`config.mk`:
```
export PLATFORM = sky130hd
export DESIGN_NAME = arm_sequencer
export DESIGN_NICKNAME = d
export VERILOG_FILES = /design/src/rtl/arm_sequencer.sv
export SDC_FILE = /design/constraint.sdc
export NUM_CORES = 1
export LEC_CHECK = 0
export CAP_MARGIN = 20
export CORE_ASPECT_RATIO = 1.25
export CORE_MARGIN = 3
export CORE_UTILIZATION = 59
export CTS_BUF_LIST = sky130_fd_sc_hd__clkbuf_8
export DETAILED_ROUTE_END_ITERATION = 7
export GPL_TIMING_DRIVEN = 1
export PLACE_DENSITY = 0.9
export SETUP_SLACK_MARGIN = 0.2
export SLEW_MARGIN = 20
export SYNTH_ARGS = -nofsm -noshare
export SYNTH_HDL_FRONTEND = slang
export SYNTH_SLANG_ARGS = --single-unit
```
`constraint.sdc`:
```
create_clock -name clk -period 2.4 [get_ports clk]
set_input_delay 0.72 -clock clk [delete_from_list [all_inputs] [get_ports clk]]
set_output_delay 0.72 -clock clk [all_outputs]
set_load 0.1 [all_outputs]
```
`src/rtl/arm_sequencer.sv`:
```
// Seven-step pick-rotate-place controller for the two-servo arm.
// Outputs are registered, and each step is held for DWELL_CYC cycles.
module arm_sequencer #(
  parameter int DWELL_CYC = 50_000_000,
  parameter int CW        = $clog2(DWELL_CYC)
) (
  input  logic       clk,
  input  logic       rst,
  input  logic       start,
  input  logic       pause,
  input  logic       abort,
  output logic       sw_0,
  output logic       sw_180,
  output logic       sw_push,
  output logic       sw_pinch,
  output logic       busy,
  output logic       done,
  output logic [2:0] step_idx
);

  typedef enum logic [1:0] {IDLE, RUN, HOMING, DONE} state_t;

  localparam logic [CW-1:0] CNT_LAST  = CW'(DWELL_CYC - 1);
  localparam logic [2:0]    STEP_LAST = 3'd6;
  localparam logic [3:0]    HOME_PAT  = 4'b1000;

  state_t        state_reg, state_next;
  logic [CW-1:0] cnt_reg, cnt_next;
  logic [2:0]    step_reg, step_next;
  logic          done_reg, done_next;
  logic          busy_reg, busy_next;
  logic [3:0]    sw_reg, sw_next;

  // Pattern bits are {sw_0, sw_180, sw_push, sw_pinch}; the gripper stays closed while rotating.
  function automatic logic [3:0] step_pattern(input logic [2:0] s);
    logic [3:0] p;
    case (s)
      3'd0:    p = 4'b1000;
      3'd1:    p = 4'b1010;
      3'd2:    p = 4'b1011;
      3'd3:    p = 4'b1001;
      3'd4:    p = 4'b0101;
      3'd5:    p = 4'b0100;
      default: p = 4'b1000;
    endcase
    return p;
  endfunction

  always_comb begin
    state_next = state_reg;
    cnt_next   = cnt_reg;
    step_next  = step_reg;
    done_next  = done_reg;

    if (abort && state_reg != IDLE) begin
      case (state_reg)
        RUN, HOMING: begin
          state_next = HOMING;
          cnt_next   = '0;
          step_next  = 3'd0;
        end
        default: begin
          state_next = IDLE;
          cnt_next   = '0;
          step_next  = 3'd0;
          done_next  = 1'b0;
        end
      endcase
    end else if (start && (state_reg == IDLE || state_reg == DONE)) begin
      state_next = RUN;
      cnt_next   = '0;
      step_next  = 3'd0;
      done_next  = 1'b0;
    end else begin
      case (state_reg)
        RUN: begin
          if (!pause) begin
            if (cnt_reg == CNT_LAST) begin
              cnt_next = '0;
              if (step_reg < STEP_LAST) begin
                step_next = step_reg + 3'd1;
              end else begin
                state_next = DONE;
                step_next  = 3'd0;
                done_next  = 1'b1;
              end
            end else begin
              cnt_next = cnt_reg + CW'(1);
            end
          end
        end
        HOMING: begin
          // The homing dwell deliberately ignores pause.
          if (cnt_reg == CNT_LAST) begin
            state_next = IDLE;
            cnt_next   = '0;
            done_next  = 1'b0;
          end else begin
            cnt_next = cnt_reg + CW'(1);
          end
        end
        default: ;
      endcase
    end

    busy_next = (state_next == RUN) || (state_next == HOMING);
    sw_next   = (state_next == RUN) ? step_pattern(step_next) : HOME_PAT;
  end

  always_ff @(posedge clk) begin
    if (!rst) begin
      state_reg <= IDLE;
      cnt_reg   <= '0;
      step_reg  <= 3'd0;
      done_reg  <= 1'b0;
      busy_reg  <= 1'b0;
      sw_reg    <= HOME_PAT;
    end else begin
      state_reg <= state_next;
      cnt_reg   <= cnt_next;
      step_reg  <= step_next;
      done_reg  <= done_next;
      busy_reg  <= busy_next;
      sw_reg    <= sw_next;
    end
  end

  assign sw_0     = sw_reg[3];
  assign sw_180   = sw_reg[2];
  assign sw_push  = sw_reg[1];
  assign sw_pinch = sw_reg[0];
  assign busy     = busy_reg;
  assign done     = done_reg;
  assign step_idx = step_reg;

endmodule

```
## After elaboration in Yosys (flattened, before gate mapping)

Index checks and enable logic that the tools add are counted.

| word-level totals | value |
|---|---|
| register bits | 37 |
| bits in latches | 0 |
| word-level logic and storage cells | 66 |
| memory bits (writable) | 0 |
| input bits | 5 |
| memory bits (read-only) | 0 |
| output and inout port bits | 9 |
| memories | 0 |

| cells by class | value |
|---|---|
| reduce and logical (&&, ||, !) cells | 13 |
| magnitude comparators | 1 |
| bitwise gates (word level) | 1 |
| $mul | 0 |
| $add $sub $neg | 2 |
| multiplexer cells | 26 |
| div/mod/pow operators | 0 |
| equality and inequality tests | 17 |
| shifts and indexed selects | 0 |

Operators with widths:

| kind | count |
|---|---|
| $mux 26 | 2 |
| $pmux 26 s2 | 1 |
| $add 26x1->26 const B | 1 |
| $eq 26x26->1 const B | 1 |
| $pmux 4 s5 | 1 |
| $mux 3 | 6 |
| $ne 4x4->1 const B | 4 |
| $mux 2 | 7 |
| $mux 1 | 7 |
| $eq 2x2->1 const B | 3 |
| $eq 3x2->1 const B | 2 |
| $eq 3x3->1 const B | 2 |
| $reduce_and 6->1 | 1 |
| $eq 2x1->1 const B | 2 |
| $ne 2x2->1 const B | 2 |
| $pmux 2 s2 | 1 |
| $reduce_and 2->1 | 2 |
| $reduce_bool 2->1 | 2 |
| $reduce_bool 4->1 | 1 |
| $add 3x1->3 const B | 1 |
| $eq 3x1->1 const B | 1 |
| $lt 3x3->1 const B | 1 |
| $reduce_or 3->1 | 1 |
| $logic_and 1x1->1 | 2 |
| other kinds (5) | 6 |

## Depth between registers and ports, before layout

Gate-level depths: netlist of run 1.

| depth | value |
|---|---|
| word-level depth | 9 |
| gate-level depth with buffers | 10 |

## Worst setup path before layout of run 1

No wires, ideal clock.

| timing path | value |
|---|---|
| kind | reg-to-reg |
| from | reg step_reg[1] (netlist: step_idx[1]) |
| to | reg sw_reg[0] |
| setup time | 79 ps |
| path buffers | 0 |
| required time | 2321 ps |
| clock period less this slack | 2312 ps |
| setup slack | 88 ps |
| stages on the path, launching flop included | 6 |
| data arrival time | 2233 ps |
| path through | dfxtp_1 ha_1 inv_1 or4_1 and2_4 a211oi_2 |

| on the way | value |
|---|---|
| longest elaborated chain between the ends | 9 |
| elaborated cells on any way between the ends | 22 |
| classes of those cells | add/sub: 1; order compare: 1; eq/ne: 6; mux: 13; reduce/logical: 1 |

RTL lines:

| element | line | text |
|---|---|---|
| start: declaration | 29 | `logic [2:0] step_reg, step_next;` |
| start signal: assignment | 121 | `step_reg <= step_next;` |
| $add 3x1->3 / $lt 3x3->1 (equally long branches) | 81, 80 |  |
| $mux 3 / $mux 2 (equally long branches) | 80 | `if (step_reg < STEP_LAST) begin` |
| $mux 3 / $mux 2 (equally long branches) | 78 | `if (cnt_reg == CNT_LAST) begin` |
| $mux 3 / $mux 2 (equally long branches) | 77 | `if (!pause) begin` |
| $mux 3 / $pmux 2 s2 (equally long branches) | 75 | `case (state_reg)` |
| $mux 3 / $mux 2 (equally long branches) | 69 | `end else if (start && (state_reg == IDLE \|\| state_reg == DONE)) begin` |
| $mux 3 / $mux 2 (equally long branches) | 55 | `if (abort && state_reg != IDLE) begin` |
| $eq 3x3->1 (tied with other cells) | 37 | `case (s)` |
| $pmux 4 s5 / $reduce_and 2->1 (equally long branches) | -- |  |
| end signal: assignment | 124 | `sw_reg <= sw_next;` |
| end: declaration | 32 | `logic [3:0] sw_reg, sw_next;` |

Parallel ways exist; a longest one is shown, timed or not.
A chain may end at the register's enable or synchronous reset.

## Worst setup path after layout of run 1

| timing path | value |
|---|---|
| from | reg cnt_reg[24] |
| to | reg sw_reg[1] |

| on the way | value |
|---|---|
| longest elaborated chain between the ends | 8 |
| elaborated cells on any way between the ends | 20 |
| classes of those cells | eq/ne: 7; mux: 12; reduce/logical: 1 |

RTL lines:

| element | line | text |
|---|---|---|
| start: declaration | 28 | `logic [CW-1:0] cnt_reg, cnt_next;` |
| start signal: assignment | 120 | `cnt_reg <= cnt_next;` |
| $eq 26x26->1 * | 78, 94 |  |
| $mux 3 / $mux 2 (equally long branches) | 78 |  |
| $mux 3 / $mux 2 (equally long branches) | 77 |  |
| $mux 3 / $pmux 2 s2 (equally long branches) | 75 |  |
| $mux 3 / $mux 2 (equally long branches) | 69 |  |
| $mux 3 / $mux 2 (equally long branches) | 55 |  |
| $eq 3x3->1 (tied with other cells) | 37 |  |
| $pmux 4 s5 / $reduce_and 2->1 (equally long branches) | -- |  |

Every way passes the cells marked *; elsewhere a longest branch is shown, timed or not.

==> summary.md, run 1 <==
| Metric | Value |
|---|---|
| Status | complete, no violations |
| Final Max Slew Viols | 0 |
| Die ar. | 4150 µm² |
| Top_reg_cell synth | dfxtp_1 |
| Share of cells above drive strength 1 | 24.0% |
| Gp weighted congestion | 0.877 |
| Post-Synth XOR/XNOR Area | 10.9% |
| Reg2reg start | cnt_reg[24] |
| Largest register FFs | 26 |
| Register Area | 744 µm² |
| DRC | 0 |
| Clock Power Share | 27.6% |
| Routed Antenna Nets | 0 |
| Hold endpoint | done |
| Setup violators final | 0 |
| Number of flops mapped to enable cells by yosys | 0 |
| Worst stage delay on the critical path | 370 ps |
| Power Density | 754 nW/µm² |
| Initial antenna violation count | 0 |
| Worst vdd ir | 0.000792 V |
| Core Box Area | 3250 µm² |
| Sw Share | 35.1% |
| Total CTS buffers | 5 |
| FF-to-FF End | sw_reg[1] |
| Pin count of the biggest net entering global routing | 26 |
| Reg clk slew, reported paths | 70 ps |
| Clk_lat worst skew | 300 ps |
| GRT Total Usage | 25.0% |
| Max-Cap Viols | 0 |
| Seq pwr share | 35.6% |
| Final min period | 2200 ps |
| Avg Inst Size Synth | 8.56 µm² |
| Hold Path Cell Cnt | 2 |
| Maximum fanout along the worst path | 4 |
| Num rows | 23 |
| DP Worst Slack | -121 ps |
| Critical Path RT | 2600 ps |
| First-pass GRT wire length | 8100 µm |
| Synth Area in Simple Gates | 32.7% |
| WHS | 514 ps |
| Final critical-path share of the clock period | 91.7% |
| CTS tree | built |
| Clock Tree Buf Depth | 2 |
| Number of I/O pins | 14 |
| Distinct cells, synth | 50 |
| Post-Route WL | 5270 µm |
| Die Ht | 71.3 µm |
| Sink Count | 37 |
| Syn. warnings | 0 |
| PortBufs | 13 |
| Sw power | 0.000660 W |
| Hold_sp | done |
| Commonest cells in the netlist | nor2_1 (38), dfxtp_1 (37), xnor2_1 (22) |
| Comb pwr share | 36.8% |
| GRT overflow | 0 |
| Final WS setup | 199 ps |
| Biggest area consumer among synthesized cells | dfxtp_1 |
| Vias after detailed routing | 1932 |
| #FFs+latches synth | 37 |
| H-tree depth | 2 |
| Reg-to-reg slack, setup | 200 ps |
| Slowest-stage cell, CP | dfxtp_1 |
| Synth area leaders | dfxtp_1 (37%), xnor2_1 (9.6%), nor2_1 (7.1%) |
| Compound-Gate Fraction of Synth Area | 11.0% |
| Vias in the first global route | 1886 |
| CTS Hold Buffers Added | 0 |
| Area of the multi-input gates | 1260 µm² |
| Largest family of logic cells by synthesized area | simple AND/OR/NAND/NOR gates |
| Root buffer cell | clkbuf_8 |
| Die Wd | 58.2 µm |
| Yosys top cell area share | 36.8% |
| TritonRoute pass-1 iters | 4 |
| Cell Int Power | 0.00122 W |
| Crit path cell chain | nor4b_1 -> and3_2 -> a21boi_1 -> o21a_1 -> o22ai_2 -> ha_2 -> nand2_4 -> a2111oi_4 |
| Fillers | 218 |
| Netlist Area Pre-Place | 2010 µm² |
| Initial core utilization | 61.8% |
| HPWL after DPL | 3320 µm |
| Data arrival, critical path | 2400 ps |
| Critical path endpoint category | register |
| Clock Skew | 9.26 ps |
| Min-delay worst type | register to register |
| Max Clk Rate | 454 MHz |
| Ys async rst share | 0% |
| Via density | 6.27 |
| Slew @ Worst Pin | 542 ps |
| Drt initial violations | 137 |
| Slew margin rel. | 63.7% |
| Post-Syn Instances | 235 |
| Syn-to-layout area delta | 24.0% |
| Ant. Diodes | 0 |
| Fin nets | 283 |
| Pleak | 0.893 nW |
| Wire per inst | 17.1 µm |
| R2R cell count | 8 |
| Final hold viol count | 0 |
| Mux cell area share after synthesis | 0.498% |
| Syn_nets | 247 |
| CP top delay family | compound AO/OA/AOI/OAI gates |
| RSZ-0062 raised after global routing | no |
| Type of the worst setup path | register to register |
| Startpoint types | register |
| Most common cell in the netlist | nor2_1 |
| CP bufs+invs | 0 |
| Sequential cell area fraction in the yosys report | 36.8% |
| Synth Area in Adders | 4.36% |
==> power by group through the flow <==
stage               clock network (W)  logic [W]  registers (W)
floorplan                           0   0.000321       0.000769
global placement                    0   0.000564       0.000682
detailed placement                  0   0.000581       0.000683
CTS                          0.000525   0.000610       0.000670
global route                 0.000538   0.000733       0.000674
finish                       0.000519   0.000691       0.000671
==> per-layer routing <==
metal / vias up / part of all wire, % / GRT usage, %
met5: - / 0 / 0
met1: 904 / 37 / 25.4
li1: 902 / - / -
met4: 0 / 4.9 / 16.2
met2: 97 / 52 / 44.2
met3: 29 / 6.8 / 6.13
==> worst min-delay path: stages (launching register included) <==
cell and delay (ps):
dfxtp_1 320, o211ai_1 80, a31oi_1 70
==> cell families (layout without fill, tap and decap cells) <==
family	after synthesis	in the layout
AND/OR/NAND/NOR	119	119
flip-flops	37	37
AO/OA/AOI/OAI	29	29
XOR/XNOR	25	25
buffers and inverters	17	53
adder cells (fa/ha/maj)	7	7
multiplexers	1	1
==> repair_timing <==
| item | in CTS | in global routing |
|---|---|---|
| buffers inserted | 1 | 5 |
| gates resized for setup | 7 | 11 |
| pin swaps | 0 | 4 |
| endpoints found under the setup margin | 2 | 20 |
==> layout by cell type (no fill, tap or decap), drive strengths merged, types with 2 or more instances in the layout <==
master / count
nor2: 38
dfxtp: 37
buf: 34
xnor2: 22
nand2: 15
nor3: 11
nand4: 9
inv: 8
o21ai: 8
nand3: 8
and3: 7
ha: 7
o211ai: 5
clkbuf: 5
and4: 4
nor4: 4
nor4b: 4
a21boi: 4
nor2b: 3
xor2: 3
clkdlybuf4s50: 3
nor3b: 3
and2: 3
a21oi: 2
a31oi: 2
or4: 2
==> area by class of cell <==
class                   instances  area share (%)
repair buffers                 38            12.4
flip-flops and latches         37            29.9
clock inverters                 2            1.40
clock buffers                   5            2.76
multi-input cells             181            50.5
well taps                      37            1.86
inverters                       8            1.20
==> metrics by stage <==
step | instance area, µm² | power (W) | TNS [ps] | cells | util [%]
6_report | 2490 | 0.00188 | 0 | 308 | 76.7
5_1_grt | 2490 | 0.00194 | 0 | 308 | 76.7
3_5_place_dp | 2280 | 0.00126 | -646 | 295 | 70.0
2_1_floorplan | 2010 | 0.00109 | 0 | 235 | -
3_3_place_gp | 2280 | 0.00125 | -191 | 295 | 70.0
4_1_cts | 2410 | 0.00181 | 0 | 303 | 74.0
==> how the worst max path moves through the flow <==
stage	start	cells after the start	slack, ps	end
after floorplan	step_idx[2]	4	270	done
after global placement	pause	7	-80	sw_reg[0]
after detailed placement	pause	9	-120	sw_reg[1]
after CTS	pause	9	200	sw_reg[1]
after global routing	cnt_reg[7]	8	60	sw_reg[1]
final	cnt_reg[24]	8	200	sw_reg[1]
Note: power is estimated with default switching activity, not from simulation.
==> run 2: changes to the inputs <==
--- a/config.mk
+++ b/config.mk
@@ -12,8 +12,9 @@
 export CTS_BUF_LIST = sky130_fd_sc_hd__clkbuf_8
 export DETAILED_ROUTE_END_ITERATION = 7
 export GPL_TIMING_DRIVEN = 1
+export MAX_ROUTING_LAYER = met4
 export PLACE_DENSITY = 0.9
-export SETUP_SLACK_MARGIN = 0.2
+export SETUP_SLACK_MARGIN = 0.5
 export SLEW_MARGIN = 20
 export SYNTH_ARGS = -nofsm -noshare
 export SYNTH_HDL_FRONTEND = slang
==> run 2 against run 1 <==
Net effect:
- combinational power increased by 35%
- critical path type unchanged
- clock skew barely moved
- total power up 9.9%
==> summary.md, run 2 (same netlist as run 1, synthesis figures left out) <==
| Metric | Value |
|---|---|
| Clock Tree Buf Depth | 2 (unchanged) |
| Total CTS buffers | 5 (unchanged) |
| Maximum fanout along the worst path | 4 (unchanged) |
| Most frequent cells in the layout | buf_4 (39), nor2_1 (38), xnor2_1 (22) |
| Die Wd | 58.2 µm (unchanged) |
| Number of I/O pins | 14 (unchanged) |
| Wire per inst | 21.5 µm (+26%) |
| Sink Count | 37 (unchanged) |
| Power Density | 748 nW/µm² (-0.82%) |
| Drt initial violations | 214 (+56%) |
| GRT overflow | 0 (unchanged) |
| Startpoint types | register |
| Final Max Slew Viols | 0 (unchanged) |
| Ant. Diodes | 0 (unchanged) |
| Worst vdd ir | 0.000936 V (+18%) |
| Max-Cap Viols | 0 (unchanged) |
| Gp weighted congestion | 0.897 (+2.3%) |
| Final min period | 2110 ps (-95.3 ps) |
| Slowest-stage cell, CP | o41a_1 |
| Pin count of the biggest net entering global routing | 26 (unchanged) |
| Final hold viol count | 0 (unchanged) |
| Worst stage delay on the critical path | 470 ps (+100 ps) |
| Crit path cell chain | nor4b_4 -> nand4_2 -> o41a_1 -> or3_1 -> a31oi_1 |
| Largest register FFs | 26 (unchanged) |
| Via density | 6.82 (+8.7%) |
| Vias in the first global route | 1758 (-6.8%) |
| Fin nets | 291 (+2.8%) |
| First-pass GRT wire length | 8170 µm (+0.85%) |
| Final critical-path share of the clock period | 87.7% (-4.0 points) |
| Area post-placement | 2280 µm² (+0.17%) |
| Share of cells above drive strength 1 | 39.4% (+15 points) |
| Status | complete, no violations |
| Critical Path RT | 2610 ps (about the same) |
| Root buffer cell | clkbuf_8 |
| Die Ht | 71.3 µm (unchanged) |
| Fillers | 155 (-29%) |
| Num rows | 23 (unchanged) |
| Die ar. | 4150 µm² (unchanged) |
| Placed Cells incl. Taps | 288 (-2.4%) |
| Setup violators final | 0 (unchanged) |
| Clk_lat worst skew | 300 ps (about the same) |
| Final Non-Filler Cells | 316 (+2.6%) |
| Initial core utilization | 61.8% (unchanged) |
| Critical path endpoint category | register |
| Syn-to-layout area delta | 37.5% |
| CTS Hold Buffers Added | 0 (unchanged) |
| PortBufs | 13 (unchanged) |
| Slew margin rel. | 70.1% (+6.3 points) |
| Design area | 2760 µm² (+11%) |
| Data arrival, critical path | 2310 ps (-90 ps) |
| Min-delay worst type | register to register |
| TritonRoute pass-1 iters | 7 (+3) |
| RSZ-0062 raised after global routing | yes |
| Post-Route WL | 6800 µm (+29%) |
| Pleak | 0.972 nW (+8.8%) |
| DRC | 0 (unchanged) |
| Type of the worst setup path | register to register |
| Fin util | 85.0% (+8.3 points) |
| HPWL after DPL | 3180 µm (-4.3%) |
| CTS tree | built |
| GRT Total Usage | 26.3% (+1.3 points) |
| Slew @ Worst Pin | 445 ps (-96.8 ps) |
| Reg clk slew, reported paths | 80 ps (about the same) |
| Max Clk Rate | 475 MHz (+4.5%) |
| Routed Antenna Nets | 0 (unchanged) |
| H-tree depth | 2 (unchanged) |
| Most common cell after layout, fill and taps aside | buf_4 |
| Core Box Area | 3250 µm² (unchanged) |
| Clock Skew | 9.29 ps (+0.0291 ps) |
| Vias after detailed routing | 2154 (+11%) |
| Initial antenna violation count | 0 (unchanged) |
[run 2: changes by cell type in the layout (fill, tap and decap cells not counted), sizes merged]
cell and change:
inv +1, clkdlybuf4s15 +1, bufinv -1, dlygate4sd2 +1, clkinv -1, buf +7, clkdlybuf4s50 -2, clkbuf +1
nor2b +1
[run 2: critical path, delay by kind of cell, from the launching register on]
family / cells / cell delay (ps)
and+or+nand+nor: 3 / 970
DFF: 1 / 360
AOI/OAI and AO/OA: 2 / 690
[run 2: path summary, 6_finish.rpt]
path,start,endpoint,slack [ps],depth (start not counted)
min,cnt_reg[23],cnt_reg[23],530,2
min reg2reg,cnt_reg[23],cnt_reg[23],530,2
max reg2reg,cnt_reg[16],done,290,5
max,cnt_reg[16],done,290,5
[run 2: per-stage QoR]
step | setup TNS [ps] | hold slack (ps) | power (W) | setup slack, ps
floorplan | 0 | 478 | 0.00112 | 457
global placement | -752 | 491 | 0.00126 | -118
detailed placement | -1370 | 511 | 0.00128 | -215
CTS | 0 | 524 | 0.00181 | 481
global route | 0 | 561 | 0.00214 | 256
finish | 0 | 526 | 0.00207 | 295
[run 2: power breakdown]
part           switching, W  internal (W)  total, W
combinational      0.000524      0.000411  0.000935
sequential        0.0000345      0.000650  0.000685
clock              0.000224      0.000224  0.000448
[run 2: final cells by class]
cell class	instances	area [µm²]	area share (%)
clock inverters	1	3.75	0.136
multi-input cells	182	1470	53.1
well taps	37	46.3	1.67
repair buffers	45	367	13.3
inverters	8	30.0	1.09
clock buffers	6	82.6	2.99
flip-flops and latches	37	766	27.7
[run 2: timing repair]
| item | in CTS | in global routing |
|---|---|---|
| pin swaps | 9 | 16 |
| endpoints found under the setup margin | 35 | 33 |
| endpoints found under the hold margin | 0 | 0 |
| gates cloned | 1 | 0 |
| setup buffers | 6 | 14 |
| gates resized for setup | 23 | 35 |
[run 2: routing by layer]
metal	vias up	share of wire, %	wire length [µm]	global-route usage (%)
met5	-	0	0	-
met4	0	7.6	514	18.0
met3	58	6.6	448	5.77
met2	155	50	3430	43.5
met1	1015	35	2400	27.3
li1	926	-	-	-
